## config.mk

```make
export PLATFORM = sky130hd
export DESIGN_NAME = mem_port_arbiter
export DESIGN_NICKNAME = d
export VERILOG_FILES = /design/src/rtl/mem_port_arbiter.sv
export SDC_FILE = /design/constraint.sdc
export NUM_CORES = 1
export LEC_CHECK = 0
export CORE_UTILIZATION = 37
export DETAILED_ROUTE_END_ITERATION = 8
export PLACE_DENSITY = 0.86
export SYNTH_ARGS = -nofsm -noshare
export SYNTH_HDL_FRONTEND = slang
export SYNTH_SLANG_ARGS = --single-unit
```

## constraint.sdc

```tcl
create_clock -name clk -period 3.35 [get_ports clk]
set_clock_uncertainty 0.2 [all_clocks]
set_input_delay 0.67 -clock clk [delete_from_list [all_inputs] [get_ports clk]]
set_output_delay 0.67 -clock clk [all_outputs]
set_load 0.01 [all_outputs]
```

## src/rtl/mem_port_arbiter.sv

```systemverilog
// Serialises an instruction-fetch port and a data port onto one memory interface.
// Define MEM_ARB_ROUND_ROBIN_EN for round-robin tie-breaking; otherwise the data port always wins ties.
module mem_port_arbiter #(
    parameter int unsigned ADDR_WIDTH = 16,
    parameter int unsigned DATA_WIDTH = 16
) (
    input  logic                  clk,
    input  logic                  rst_n,
    input  logic [ADDR_WIDTH-1:0] mem_addr1,
    input  logic                  mem_read1,
    output logic [DATA_WIDTH-1:0] mem_rdata1,
    output logic                  mem_resp1,
    input  logic [ADDR_WIDTH-1:0] mem_addr2,
    input  logic                  mem_read2,
    input  logic                  mem_write2,
    input  logic [DATA_WIDTH-1:0] mem_wdata2,
    input  logic [1:0]            mem_byte_enable2,
    output logic [DATA_WIDTH-1:0] mem_rdata2,
    output logic                  mem_resp2,
    output logic [ADDR_WIDTH-1:0] pmem_addr,
    output logic                  pmem_read,
    output logic                  pmem_write,
    output logic [DATA_WIDTH-1:0] pmem_wdata,
    output logic [1:0]            pmem_byte_enable,
    input  logic [DATA_WIDTH-1:0] pmem_rdata,
    input  logic                  pmem_resp
);

    typedef enum logic [1:0] {IDLE, BUSY1, BUSY2, DONE} state_t;

    state_t state, state_nxt;
    logic   pend1, pend2, win2;
    logic   grant1, grant2;

    assign pend1 = mem_read1;
    assign pend2 = mem_read2 | mem_write2;

`ifdef MEM_ARB_ROUND_ROBIN_EN
    // 0: port 1 granted last, 1: port 2 granted last
    logic last_grant;

    assign win2 = pend2 & (~pend1 | ~last_grant);

    always_ff @(posedge clk or negedge rst_n) begin
        if (!rst_n) begin
            last_grant <= 1'b0;
        end else if (grant1) begin
            last_grant <= 1'b0;
        end else if (grant2) begin
            last_grant <= 1'b1;
        end
    end
`else
    assign win2 = pend2;
`endif

    // State register
    always_ff @(posedge clk or negedge rst_n) begin
        if (!rst_n) begin
            state <= IDLE;
        end else begin
            state <= state_nxt;
        end
    end

    // Next-state and grant decode
    always_comb begin
        state_nxt = state;
        grant1    = 1'b0;
        grant2    = 1'b0;
        case (state)
            IDLE: begin
                if (win2) begin
                    grant2    = 1'b1;
                    state_nxt = BUSY2;
                end else if (pend1) begin
                    grant1    = 1'b1;
                    state_nxt = BUSY1;
                end
            end
            BUSY1:   if (pmem_resp) state_nxt = DONE;
            BUSY2:   if (pmem_resp) state_nxt = DONE;
            DONE:    state_nxt = IDLE;
            default: state_nxt = IDLE;
        endcase
    end

    // Response steering: pass-through only for the granted port in its resp cycle
    always_comb begin
        mem_resp1  = 1'b0;
        mem_resp2  = 1'b0;
        mem_rdata1 = '0;
        mem_rdata2 = '0;
        if (state == BUSY1 && pmem_resp) begin
            mem_resp1  = 1'b1;
            mem_rdata1 = pmem_rdata;
        end
        if (state == BUSY2 && pmem_resp) begin
            mem_resp2  = 1'b1;
            mem_rdata2 = pmem_rdata;
        end
    end

    // Physical request registers; a simultaneous read+write on port 2 is issued as a write
    always_ff @(posedge clk or negedge rst_n) begin
        if (!rst_n) begin
            pmem_addr        <= '0;
            pmem_read        <= 1'b0;
            pmem_write       <= 1'b0;
            pmem_wdata       <= '0;
            pmem_byte_enable <= 2'b00;
        end else if (grant2) begin
            pmem_addr        <= mem_addr2;
            pmem_read        <= mem_read2 & ~mem_write2;
            pmem_write       <= mem_write2;
            pmem_wdata       <= mem_wdata2;
            pmem_byte_enable <= mem_byte_enable2;
        end else if (grant1) begin
            pmem_addr        <= mem_addr1;
            pmem_read        <= 1'b1;
            pmem_write       <= 1'b0;
            pmem_wdata       <= '0;
            pmem_byte_enable <= 2'b11;
        end else if ((state == BUSY1 || state == BUSY2) && pmem_resp) begin
            pmem_read        <= 1'b0;
            pmem_write       <= 1'b0;
        end
    end

endmodule
```

======== Word-level counts from Yosys, hierarchy flattened ========
Index checks and enable logic that the tools add are counted.
storage, ports and cells
  register bits after elaboration ......... 38
  input bits .............................. 72
  output and inout port bits .............. 70
  word-level logic and storage cells ...... 47
operators by class
  equal/unequal tests ..................... 5
  mux-type cells .......................... 24
  bitwise logic cells ..................... 3
  reductions and logical operators ........ 9
operator list
  kind                                                                      count
  16-bit 2-to-1 mux                                                         6
  1-bit 2-to-1 mux                                                          12
  2-bit 2-to-1 mux                                                          5
  2-bit one-hot mux with 3 select lines                                     1
  2-bit equality test (second input constant)                               2
  1-bit logical AND                                                         3
  3-bit inequality test (second input constant)                             1
  3-bit nonzero test                                                        1
  2-bit by 1-bit equality test with 1-bit output (second input constant)    1
  2-bit zero test                                                           1
  2-bit by 1-bit inequality test with 1-bit output (second input constant)  1
  2-bit AND reduction                                                       1
  2-bit nonzero test                                                        1
  2-bit OR reduction                                                        1
  1-bit bitwise AND                                                         1
  1-bit logical OR                                                          1
  1-bit inverter                                                            1
  1-bit OR                                                                  1

======== Longest topological paths before layout ========
  depth after elaboration ................. 6
  mapped depth ............................ 7

======== Least setup slack after synthesis ========
No wires, ideal clock.
  path kind ............................... register to output
  start point ............................. reg state[1]
  end point ............................... out mem_rdata1[15]
  arrival time ............................ 1108 ps
  slack ................................... 1372 ps
  stages on the path, launching flop included .. 5
  path through ............................ dfrtp_1 > inv_1 > ha_1 > clkbuf_1 > and3_1
on the way
  longest elaborated chain between the ends .. 3
ends and longest elaborated chain
  what                                            line  text
  start, declared                                 31    state_t state, state_nxt;
  start signal, assigned                          62    state <= state_nxt;
  2-bit by 1-bit equality test with 1-bit output  94    if (state == BUSY1 && pmem_resp) begin
  1-bit logical AND                               94
  16-bit 2-to-1 mux                               94
  end, declared                                   11    output logic [DATA_WIDTH-1:0] mem_rdata1,
Every way passes these cells.

======== Worst setup path in the final report ========
  start point ............................. in pmem_resp
  end point ............................... out mem_rdata2[4]
on the way
  longest elaborated chain between the ends .. 2
ends and longest elaborated chain
  what               line  text
  start, declared    26    input logic pmem_resp
  1-bit logical AND  98    if (state == BUSY2 && pmem_resp) begin
  16-bit 2-to-1 mux  98
  end, declared      18    output logic [DATA_WIDTH-1:0] mem_rdata2,
Every way passes these cells.

==> flow_summary.json <==
{
  "path_cells": "clkdlybuf4s50_1, buf_4, and3_1, clkdlybuf4s50_1",
  "cts_sinks": 38,
  "peakVddDrop_mv": 0.385,
  "pin_count": 142,
  "ant_nets": 0,
  "crit_path_start": "pmem_resp",
  "worst_slew_pin_slew_ns": 1.09,
  "fin_nets": 390,
  "n_antenna_cell": 0,
  "worstSetupEndpoint": "mem_rdata2[4]",
  "layout-drive-gt1-share": 0.0698,
  "worstSetupEndpointType": "output port",
  "cts_max_level": 2,
  "min_period_ns": 3.02,
  "tns_ns": 0,
  "hold_viol": 0,
  "grt_max_degree": 39,
  "arrival_ns": 2.15,
  "dp_hpwl_um": 4480,
  "antenna_found_initial": 0,
  "start_kind": "input port",
  "layout_commonest_cell": "clkdlybuf4s50_1",
  "ys_seq_elements": 38,
  "cp.required_ns": 2.48,
  "cp_max_fo": 36,
  "grt-ovfl-total": 0,
  "grt_pass1_vias": 1824,
  "synth_top_area_cell": "dfrtp_1",
  "ys_top_cells_by_area": "dfrtp_1 (50%), and3_1 (10%), a22o_1 (7.3%), o22ai_2 (6.5%), a21oi_1 (4.7%)",
  "drc": 0,
  "clk_path_buf_depth": 2,
  "total_power_uw": 2500,
  "cts_made_buffers": 5,
  "r2r_end": "pmem_wdata[1]$_DFFE_PN0P_",
  "initial_core_util": 0.396,
  "final_max_slew_viol_count": 0,
  "cp.depth": 4,
  "synth_fp_nets": 255,
  "fmax_mhz": 331,
  "clock_latency_ns": 0.28,
  "r2r_slack_ns": 1.00,
  "grt_usage": 0.214,
  "postSynthCellCount": 179,
  "fillers": 387,
  "seq_area_um2": 951,
  "yosysTopAreaCellShare": 0.495,
  "power_density_nw_per_um2": 730,
  "die_area_um2": 5480,
  "ctsResizeCount": 0,
  "die_w_um": 74.0,
  "synth.avg_cell_area_um2": 10.7,
  "post_cts_buffers": 0,
  "max-slew-margin-rel": 0.269,
  "syn_to_final_growth_pct": 78.1,
  "clk_pin_slew_ns": 0.07,
  "crit_top_cell": "clkdlybuf4s50_1",
  "crit_type": "input port to output port",
  "hp-class": "input port to async pin",
  "place.gp.congestion": 0.740,
  "routedWlPerCell_um": 15.7,
  "fp.coreArea_um2": 4850,
  "r2r-start": "state[0]$_DFFE_PN0P_",
  "ys_seq_area_frac": 0.495,
  "grt_pass1_wl_um": 9000,
  "status": "finished, final reports clean",
  "crit_family": "buffers and inverters",
  "rows": 25,
  "vias": 1914,
  "setup_violations": 0,
  "cp_num_buf_inv": 3,
  "routed_wl_um": 6010,
  "tritoncts": "done",
  "final_cell_mix": "clkdlybuf4s50_1 (140), dfrtp_1 (38), and3_1 (32)",
  "synth.distinct_cells": 28,
  "post-route-period-util": 0.902,
  "dr.first_iter.drc_count": 66,
  "maxCapViolCount": 0,
  "p_leak_uw": 0.00148,
  "routed_via_density": 5.01,
  "rsz0062_at_grt": "false",
  "cpPeakStageDelay_ns": 0.55,
  "cpMaxStageDelayCell": "clkdlybuf4s50_1",
  "cts_root_buf": "clkbuf_8",
  "ys.warnings.count": 0,
  "postCtsHoldBufs": 0,
  "syn_area_um2": 1920,
  "fp.dieH_um": 74.0,
  "multi_input_area_um2": 856,
  "reg2regPathDepth": 5,
  "io_buffers": 141,
  "drt_first_pass_iters": 4
}
[layer usage]
metal  global-route usage  share of wire  up-vias  wire length [um]
met1                0.257           0.39      924              2360
met4               0.0385         0.0057        0                34
met5                    0              0        -                 0
met2                0.396           0.55       59              3300
met3               0.0434          0.052        2               312
li1                     -              -      929                 -
[layout make-up]
cell class / count / share of cell area
Clock buffer: 7 / 0.0253
Multi-Input combinational cell: 123 / 0.250
Inverter: 2 / 0.00220
Clock inverter: 1 / 0.00146
Tap cell: 67 / 0.0245
Sequential cell: 38 / 0.278
Timing Repair Buffer: 144 / 0.418
[per-stage QoR]
step | utilization | instance area, um^2 | hold WS (ns) | std cells | worst slack, ns
global route | 0.705 | 3420 | 0.327 | 382 | 0.288
CTS | 0.705 | 3420 | 0.310 | 382 | 0.346
global placement | 0.686 | 3330 | 0.289 | 374 | 0.360
finish | 0.705 | 3420 | 0.284 | 382 | 0.328
detailed placement | 0.686 | 3330 | 0.291 | 374 | 0.350
floorplan | - | 1920 | 0.174 | 179 | 1.37
[how the worst min path moves through the flow]
stage	to	startpoint	slack, ns	depth (start not counted)
2_1_floorplan	pmem_addr[0]$_DFFE_PN0P_	rst_n	0.17	0
3_3_place_gp	pmem_wdata[6]$_DFFE_PN0P_	pmem_wdata[6]$_DFFE_PN0P_	0.29	1
3_5_place_dp	pmem_wdata[5]$_DFFE_PN0P_	pmem_wdata[5]$_DFFE_PN0P_	0.29	1
4_1_cts	pmem_addr[14]$_DFFE_PN0P_	rst_n	0.31	1
5_1_grt	pmem_wdata[13]$_DFFE_PN0P_	pmem_wdata[13]$_DFFE_PN0P_	0.33	1
6_report	pmem_addr[14]$_DFFE_PN0P_	rst_n	0.28	1
[power breakdown]
part / total [uW] / switching (uW) / internal, uW
sequential: 789 / 111 / 677
clock: 317 / 151 / 166
combinational: 1390 / 614 / 776
total: 2500 / 877 / 1620
[sequential cells by signal (all words and copies together), names as in the netlist]
register and count:
pmem_read 1, state 2, pmem_write 1, pmem_addr 16, pmem_wdata 16, pmem_byte_enable 2
[cell usage after synthesis, drive strengths merged]
| library cell | instances |
|---|---|
| inv | 2 |
| o31a | 1 |
| nor2 | 18 |
| a22oi | 1 |
| buf | 8 |
| a22o | 16 |
| o21ai | 2 |
| nand2 | 2 |
| ha | 4 |
| o22ai | 16 |
| o22a | 2 |
| mux2i | 2 |
| a32o | 1 |
| and2 | 2 |
| or3b | 1 |
| mux2 | 1 |
| and3 | 32 |
| a21oi | 18 |
| clkbuf | 8 |
| dfrtp | 38 |
| nor3 | 1 |
| nand2b | 1 |
| nor2b | 2 |
[logic make-up (layout without fill, tap and decap cells)]
family | Yosys count | in the layout | share of synthesized area
buffers and inverters | 18 | 154 | 0.0587
flip-flops | 38 | 38 | 0.495
AO/OA/AOI/OAI | 57 | 57 | 0.233
AND/OR/NAND/NOR | 59 | 59 | 0.171
multiplexers | 3 | 3 | 0.0163
adder cells (fa/ha/maj) | 4 | 4 | 0.0261
No activity file was read; power rests on OpenSTA's default activity.
